==> src/rtl/gb_window_lp.sv <==
// Ingress FIFO feeding a 3-tap sliding window with stride-1/2 decimation and
// optional zero left pad; windows are presented one cycle after the pop that completes them.
module gb_window_lp #(
  parameter int WORD_BITS  = 16,
  parameter int FIFO_DEPTH = 8
) (
  input  logic                          CLK,
  input  logic                          RST,
  input  logic                          En_in,
  input  logic                          layer_done_in,
  input  logic                          Stride_in,
  input  logic                          Padding_in,
  input  logic                          Pixel_0_valid_in,
  input  logic signed [WORD_BITS-1:0]   Pixel_0_in,
  input  logic                          Pixel_1_valid_in,
  input  logic signed [WORD_BITS-1:0]   Pixel_1_in,
  output logic signed [WORD_BITS-1:0]   Pixel_0_out,
  output logic signed [WORD_BITS-1:0]   Pixel_1_out,
  output logic signed [WORD_BITS-1:0]   Pixel_2_out,
  output logic                          Pixel_0_valid_out,
  output logic                          Pixel_1_valid_out,
  output logic                          Pixel_2_valid_out,
  output logic [$clog2(FIFO_DEPTH):0]   Fifo_count_out,
  output logic                          Overflow_out
);

  localparam int AW = $clog2(FIFO_DEPTH);
  localparam int CW = AW + 1;

  function automatic logic [1:0] sat_fill(input logic [1:0] f);
    return (f == 2'd3) ? 2'd3 : f + 2'd1;
  endfunction

  logic signed [WORD_BITS-1:0] mem_q [FIFO_DEPTH];
  logic [AW-1:0] wr_ptr_q, wr_ptr_d, rd_ptr_q, rd_ptr_d, wr1_addr;
  logic [CW-1:0] count_q, count_d, free_w;
  logic signed [WORD_BITS-1:0] t0_q, t1_q, t2_q, t0_d, t1_d, t2_d;
  logic signed [WORD_BITS-1:0] o0_q, o1_q, o2_q, o0_d, o1_d, o2_d;
  logic [1:0] fill_q, fill_d;
  logic phase_q, phase_d, pend_q, pend_d, vld_q, vld_d, ovf_q, ovf_d;
  logic wr0_en, wr1_en, drop, pop, full_evt, mem_we0, mem_we1;

  // Capacity is judged on start-of-cycle occupancy; a pop does not make room.
  always_comb begin
    free_w   = CW'(FIFO_DEPTH) - count_q;
    wr0_en   = Pixel_0_valid_in && (free_w != '0);
    wr1_en   = Pixel_1_valid_in && (free_w > (wr0_en ? CW'(1) : CW'(0)));
    drop     = (Pixel_0_valid_in && !wr0_en) || (Pixel_1_valid_in && !wr1_en);
    pop      = En_in && (count_q != '0);
    full_evt = pop && (sat_fill(fill_q) == 2'd3);
    wr1_addr = wr_ptr_q + AW'(wr0_en);
    mem_we0  = wr0_en && !RST && !layer_done_in;
    mem_we1  = wr1_en && !RST && !layer_done_in;

    wr_ptr_d = wr_ptr_q;  rd_ptr_d = rd_ptr_q;  count_d = count_q;
    t0_d = t0_q;  t1_d = t1_q;  t2_d = t2_q;
    o0_d = o0_q;  o1_d = o1_q;  o2_d = o2_q;
    fill_d = fill_q;  phase_d = phase_q;  pend_d = 1'b0;
    vld_d = 1'b0;  ovf_d = ovf_q;

    if (RST) begin
      wr_ptr_d = '0;  rd_ptr_d = '0;  count_d = '0;
      t0_d = '0;  t1_d = '0;  t2_d = '0;
      o0_d = '0;  o1_d = '0;  o2_d = '0;
      fill_d = 2'd0;  phase_d = 1'b0;  ovf_d = 1'b0;
    end else if (layer_done_in) begin
      // Layer boundary: everything in flight is discarded, output data is left as-is.
      wr_ptr_d = '0;  rd_ptr_d = '0;  count_d = '0;
      t0_d = '0;  t1_d = '0;  t2_d = '0;
      fill_d = {1'b0, Padding_in};  phase_d = 1'b0;  ovf_d = 1'b0;
    end else begin
      wr_ptr_d = wr_ptr_q + AW'(wr0_en) + AW'(wr1_en);
      count_d  = count_q + CW'(wr0_en) + CW'(wr1_en) - CW'(pop);
      ovf_d    = ovf_q | drop;
      if (pend_q) begin
        o0_d = t0_q;  o1_d = t1_q;  o2_d = t2_q;
        vld_d = 1'b1;
      end
      if (pop) begin
        rd_ptr_d = rd_ptr_q + AW'(1);
        t0_d = t1_q;  t1_d = t2_q;  t2_d = mem_q[rd_ptr_q];
        fill_d = sat_fill(fill_q);
      end
      // Stride 2 keeps every other full window, starting with the first.
      if (full_evt) begin
        pend_d  = !Stride_in || !phase_q;
        phase_d = phase_q ^ Stride_in;
      end
    end
  end

  always_ff @(posedge CLK) begin
    if (mem_we0) mem_q[wr_ptr_q] <= Pixel_0_in;
    if (mem_we1) mem_q[wr1_addr] <= Pixel_1_in;
  end

  always_ff @(posedge CLK) begin
    wr_ptr_q <= wr_ptr_d;  rd_ptr_q <= rd_ptr_d;  count_q <= count_d;
    t0_q <= t0_d;  t1_q <= t1_d;  t2_q <= t2_d;
    o0_q <= o0_d;  o1_q <= o1_d;  o2_q <= o2_d;
    fill_q <= fill_d;  phase_q <= phase_d;  pend_q <= pend_d;
    vld_q <= vld_d;  ovf_q <= ovf_d;
  end

  assign Pixel_0_out       = o0_q;
  assign Pixel_1_out       = o1_q;
  assign Pixel_2_out       = o2_q;
  assign Pixel_0_valid_out = vld_q;
  assign Pixel_1_valid_out = vld_q;
  assign Pixel_2_valid_out = vld_q;
  assign Fifo_count_out    = count_q;
  assign Overflow_out      = ovf_q;

endmodule

==> config.mk <==
export PLATFORM = sky130hd
export DESIGN_NAME = gb_window_lp
export DESIGN_NICKNAME = d
export VERILOG_FILES = /design/src/rtl/gb_window_lp.sv
export SDC_FILE = /design/constraint.sdc
export NUM_CORES = 1
export LEC_CHECK = 0
export ABC_AREA = 0
export CORE_MARGIN = 4
export CORE_UTILIZATION = 55
export DETAILED_ROUTE_END_ITERATION = 7
export PLACE_DENSITY = 0.79
export SLEW_MARGIN = 30
export SYNTH_ARGS = -nofsm -noshare
export SYNTH_HDL_FRONTEND = slang
export SYNTH_SLANG_ARGS = --single-unit
==> constraint.sdc <==
create_clock -name CLK -period 4.8 [get_ports CLK]
set_input_delay 0.96 -clock CLK [delete_from_list [all_inputs] [get_ports CLK]]
set_output_delay 0.96 -clock CLK [all_outputs]
set_load 0.01 [all_outputs]
==> results.yml <==
final_layout:
  drive_above_1_share: 0.244
  final_area_mm2: 0.0127
  syn2layout_area_growth_pct: 18.6
  finish.utilization: 0.671
  nets: 1006
  n_antenna_cell: 0
global_routing:
  grt-ovfl-total: 0
  grt_pass1_vias: 7039
  grt_antenna_before_repair: 0
  grt_use_met1: 0.298
  grt_max_degree: 54
  grt_use_total: 0.218
  met3_usage: 0.0423
  met2_usage: 0.358
  grt_pass1_wl_mm: 38.0
  top_usage_layer: "met2"
placed_design:
  io_buffer_count: 95
  pre_cts_slack_ns: 0.696
  gp_congestion: 0.863
  placed_cell_area_mm2: 0.0119
  dp_hpwl_mm: 14.8
power_and_ir_drop:
  internal_power_mw: 3.88
  switching_share: 0.287
  pwr-share-comb: 0.216
  p_seq_frac: 0.436
  p_leak_nw: 4.19
  clkPwrFrac: 0.349
  peakVddDrop_mv: 0.297
  p_switching_mw: 1.56
  power_density_mw_per_mm2: 430
die:
  die_w_um: 147
  ioPinCount: 96
  core_area_mm2: 0.0189
  rows: 50
  die-area_mm2: 0.0217
  start_util: 0.566
  die_h_um: 147
run_status:
  status: "finished, final reports clean"
timing:
  clock_skew_ns: 0.0109
  report.final.slew_viol_count: 0
  setup_viol: 0
  max_freq_mhz: 247
  rsz0062_at_grt: "false"
  tns_ns: 0
  worst_pin_slew_ns: 0.974
  min_period_ns: 4.05
  worst_slack_ns: 0.754
  fin_crit_sh: 0.843
  hold_violations: 0
  slew-limit-headroom: 0.350
synthesis:
  synth.ff_latch_count: 240
  syn_inst: 864
  netlist_area_mm2: 0.0107
  syn_nets: 920
  synth_seq_area_share: 0.569
  synth-async-reset-ratio: 0
  synth_enable_flop_cells: 128
  synth_ff_type: "edfxtp_1"
  netlist-cell-type-count: 46
  yosysWarnings: 0
  syn_avg_cell_area_um2: 12.4
worst_hold_path:
  holdPathEnd: "Pixel_0_out[13]$_SDFFE_PP0P_"
  whs_path_depth: 2
  hold_path_class: "flip-flop to flip-flop"
  min_from: "Pixel_0_out[13]$_SDFFE_PP0P_"
drt:
  num_vias: 6997
  drtAntennaViolNets: 0
  first_pass_iters: 5
  wire_per_inst_um: 19.2
  wl_mm: 23.6
  drt_iter0_markers: 513
  drt-vias-per-instance: 5.71
  drc_errors: 0
setup_path:
  critPathArrivalTime_ns: 4.31
  reg2regPathDepth: 13
  endpoint_kind: "flip-flop"
  reg2reg_slack_ns: 0.75
  cp.required_ns: 5.06
  cp-start-kind: "flip-flop"
  r2r-end: "mem_q[0][10]$_DFFE_PP_"
  critPathKind: "flip-flop to flip-flop"
  r2r_start: "Fifo_count_out[1]$_SDFF_PP0_"
  path_max_fanout: 17
clock_network:
  numCtsBuffers: 25
  cts.path.max_buffers: 3
  cts_tree: "yes"
  ctsHoldBuffers: 0
  clkTransAtPathRegs_ns: 0.06
  cts_max_level: 1
  cts_setup_buffers: 0
  clock-sinks: 240
  clkLatencyLatePin_ns: 0.52
  cts_resized: 0
  root_buffer: "clkbuf_16"
job:
  cap_viol_max_count: 0
==> logic make-up after synthesis <==
| group | after synthesis | synth area share |
|---|---|---|
| muxes | 160 | 0.205 |
| DFF | 240 | 0.569 |
| xor gates and xnor gates | 8 | 0.00831 |
| AOI/OAI and AO/OA | 143 | 0.0759 |
| and+or+nand+nor | 229 | 0.0883 |
| adders and majority gates | 16 | 0.0201 |
| buffers and inverters | 68 | 0.0330 |
==> metal layers <==
| layer | share of wire | vias up |
|---|---|---|
| met5 | 0 | - |
| met4 | 0.027 | 0 |
| met3 | 0.066 | 38 |
| met2 | 0.48 | 229 |
| met1 | 0.43 | 3421 |
| li1 | - | 3309 |
==> worst max-delay path: stages, from the launching register on <==
cell and delay (ns):
dfxtp_1 0.36, inv_1 0.13, ha_1 0.22, and2b_1 0.22, xnor2_1 0.17, buf_4 0.18, nand3_1 0.10, and2_1 0.19
ha_1 0.27, nor2_1 0.06, or3_1 0.51, o21ai_2 0.83, o31ai_2 0.26, buf_4 0.28
==> placed cells by master, fill, tap and decap left out, types with 3 or more instances in the layout <==
cell type / synthesis / layout
nand2_1: 172 / 172
edfxtp_1: 128 / 128
mux2_2: 119 / 119
dfxtp_1: 112 / 110
clkdlybuf4s50_1: 0 / 94
a21oi_1: 88 / 88
mux4_2: 32 / 32
nor2_1: 28 / 28
clkbuf_16: 0 / 26
buf_4: 2 / 20
o21ai_0: 20 / 17
o22ai_1: 16 / 16
ha_1: 14 / 14
inv_1: 11 / 11
mux2_4: 9 / 9
nand3_1: 5 / 5
nand2b_1: 5 / 5
clkbuf_1: 37 / 5
xnor2_1: 4 / 4
and2_1: 4 / 4
clkinv_1: 0 / 4
xor2_1: 3 / 3
o21ai_4: 0 / 3
o21ai_1: 0 / 3
o21bai_1: 3 / 3
clkbuf_8: 0 / 3
==> sequential cells by signal, summed over array words and instances (netlist names), 2 cells and up <==
register / count
Fifo_count_out: 4
Pixel_0_out: 16
Pixel_1_out: 16
Pixel_2_out: 16
fill_q: 2
mem_q: 128
rd_ptr_q: 3
t0_q: 16
t1_q: 16
t2_q: 16
wr_ptr_q: 3
==> stage by stage <==
step	total power, mW	instances	hold slack [ns]
after floorplan	3.25	864	0.432
after global placement	3.53	1182	0.439
after detailed placement	3.59	1183	0.445
after CTS	5.48	1226	0.453
after global routing	5.69	1226	0.467
final	5.45	1226	0.450
==> area by class of cell <==
| class | count | area, um^2 |
|---|---|---|
| sequential | 240 | 6090 |
| fill | 1449 | 6210 |
| tap | 260 | 325 |
| clock buffer | 34 | 711 |
| timing repair buffer | 116 | 1120 |
| multi-input combinational | 556 | 4300 |
| clock inverter | 9 | 93.8 |
| inverter | 11 | 41.3 |
==> how the worst max path moves through the flow <==
| stage | startpoint | end | slack, ns | cells after the start |
|---|---|---|---|---|
| after floorplan | Fifo_count_out[1]$_SDFF_PP0_ | mem_q[1][0]$_DFFE_PP_ | 0.77 | 13 |
| after global placement | Pixel_0_valid_in | mem_q[1][8]$_DFFE_PP_ | 0.75 | 8 |
| after detailed placement | Pixel_0_valid_in | mem_q[0][10]$_DFFE_PP_ | 0.70 | 8 |
| final | Fifo_count_out[1]$_SDFF_PP0_ | mem_q[0][10]$_DFFE_PP_ | 0.75 | 13 |
| after CTS | Fifo_count_out[1]$_SDFF_PP0_ | mem_q[0][10]$_DFFE_PP_ | 0.75 | 13 |
| after global routing | Fifo_count_out[1]$_SDFF_PP0_ | mem_q[0][15]$_DFFE_PP_ | 0.58 | 13 |
==> power groups by stage <==
stage | combinational [mW] | clock (mW) | sequential [mW]
after floorplan | 0.853 | 0 | 2.40
after global placement | 1.12 | 0 | 2.41
after detailed placement | 1.17 | 0 | 2.42
after CTS | 1.18 | 1.93 | 2.37
after global routing | 1.29 | 2.01 | 2.39
final | 1.17 | 1.90 | 2.37
==> Yosys cell counts (all sizes together) (2+ instances only) <==
cell / count / share of area
nor2: 29 / 0.010
nor4: 2 / 0.0012
edfxtp: 128 / 0.36
a31o: 2 / 0.0016
mux4: 32 / 0.067
nand2: 172 / 0.060
a21oi: 90 / 0.043
o22ai: 16 / 0.0094
ha: 14 / 0.016
nand3: 5 / 0.0023
xnor2: 5 / 0.0058
o31ai: 3 / 0.0021
mux2: 128 / 0.14
nor3: 4 / 0.0028
or3: 2 / 0.0012
nand2b: 5 / 0.0029
xor2: 3 / 0.0025
buf: 20 / 0.016
and2: 4 / 0.0023
inv: 11 / 0.0039
o21ai: 24 / 0.013
fa: 2 / 0.0037
o21bai: 3 / 0.0021
dfxtp: 112 / 0.21
clkbuf: 37 / 0.013
(Power assumes the default switching activity.)
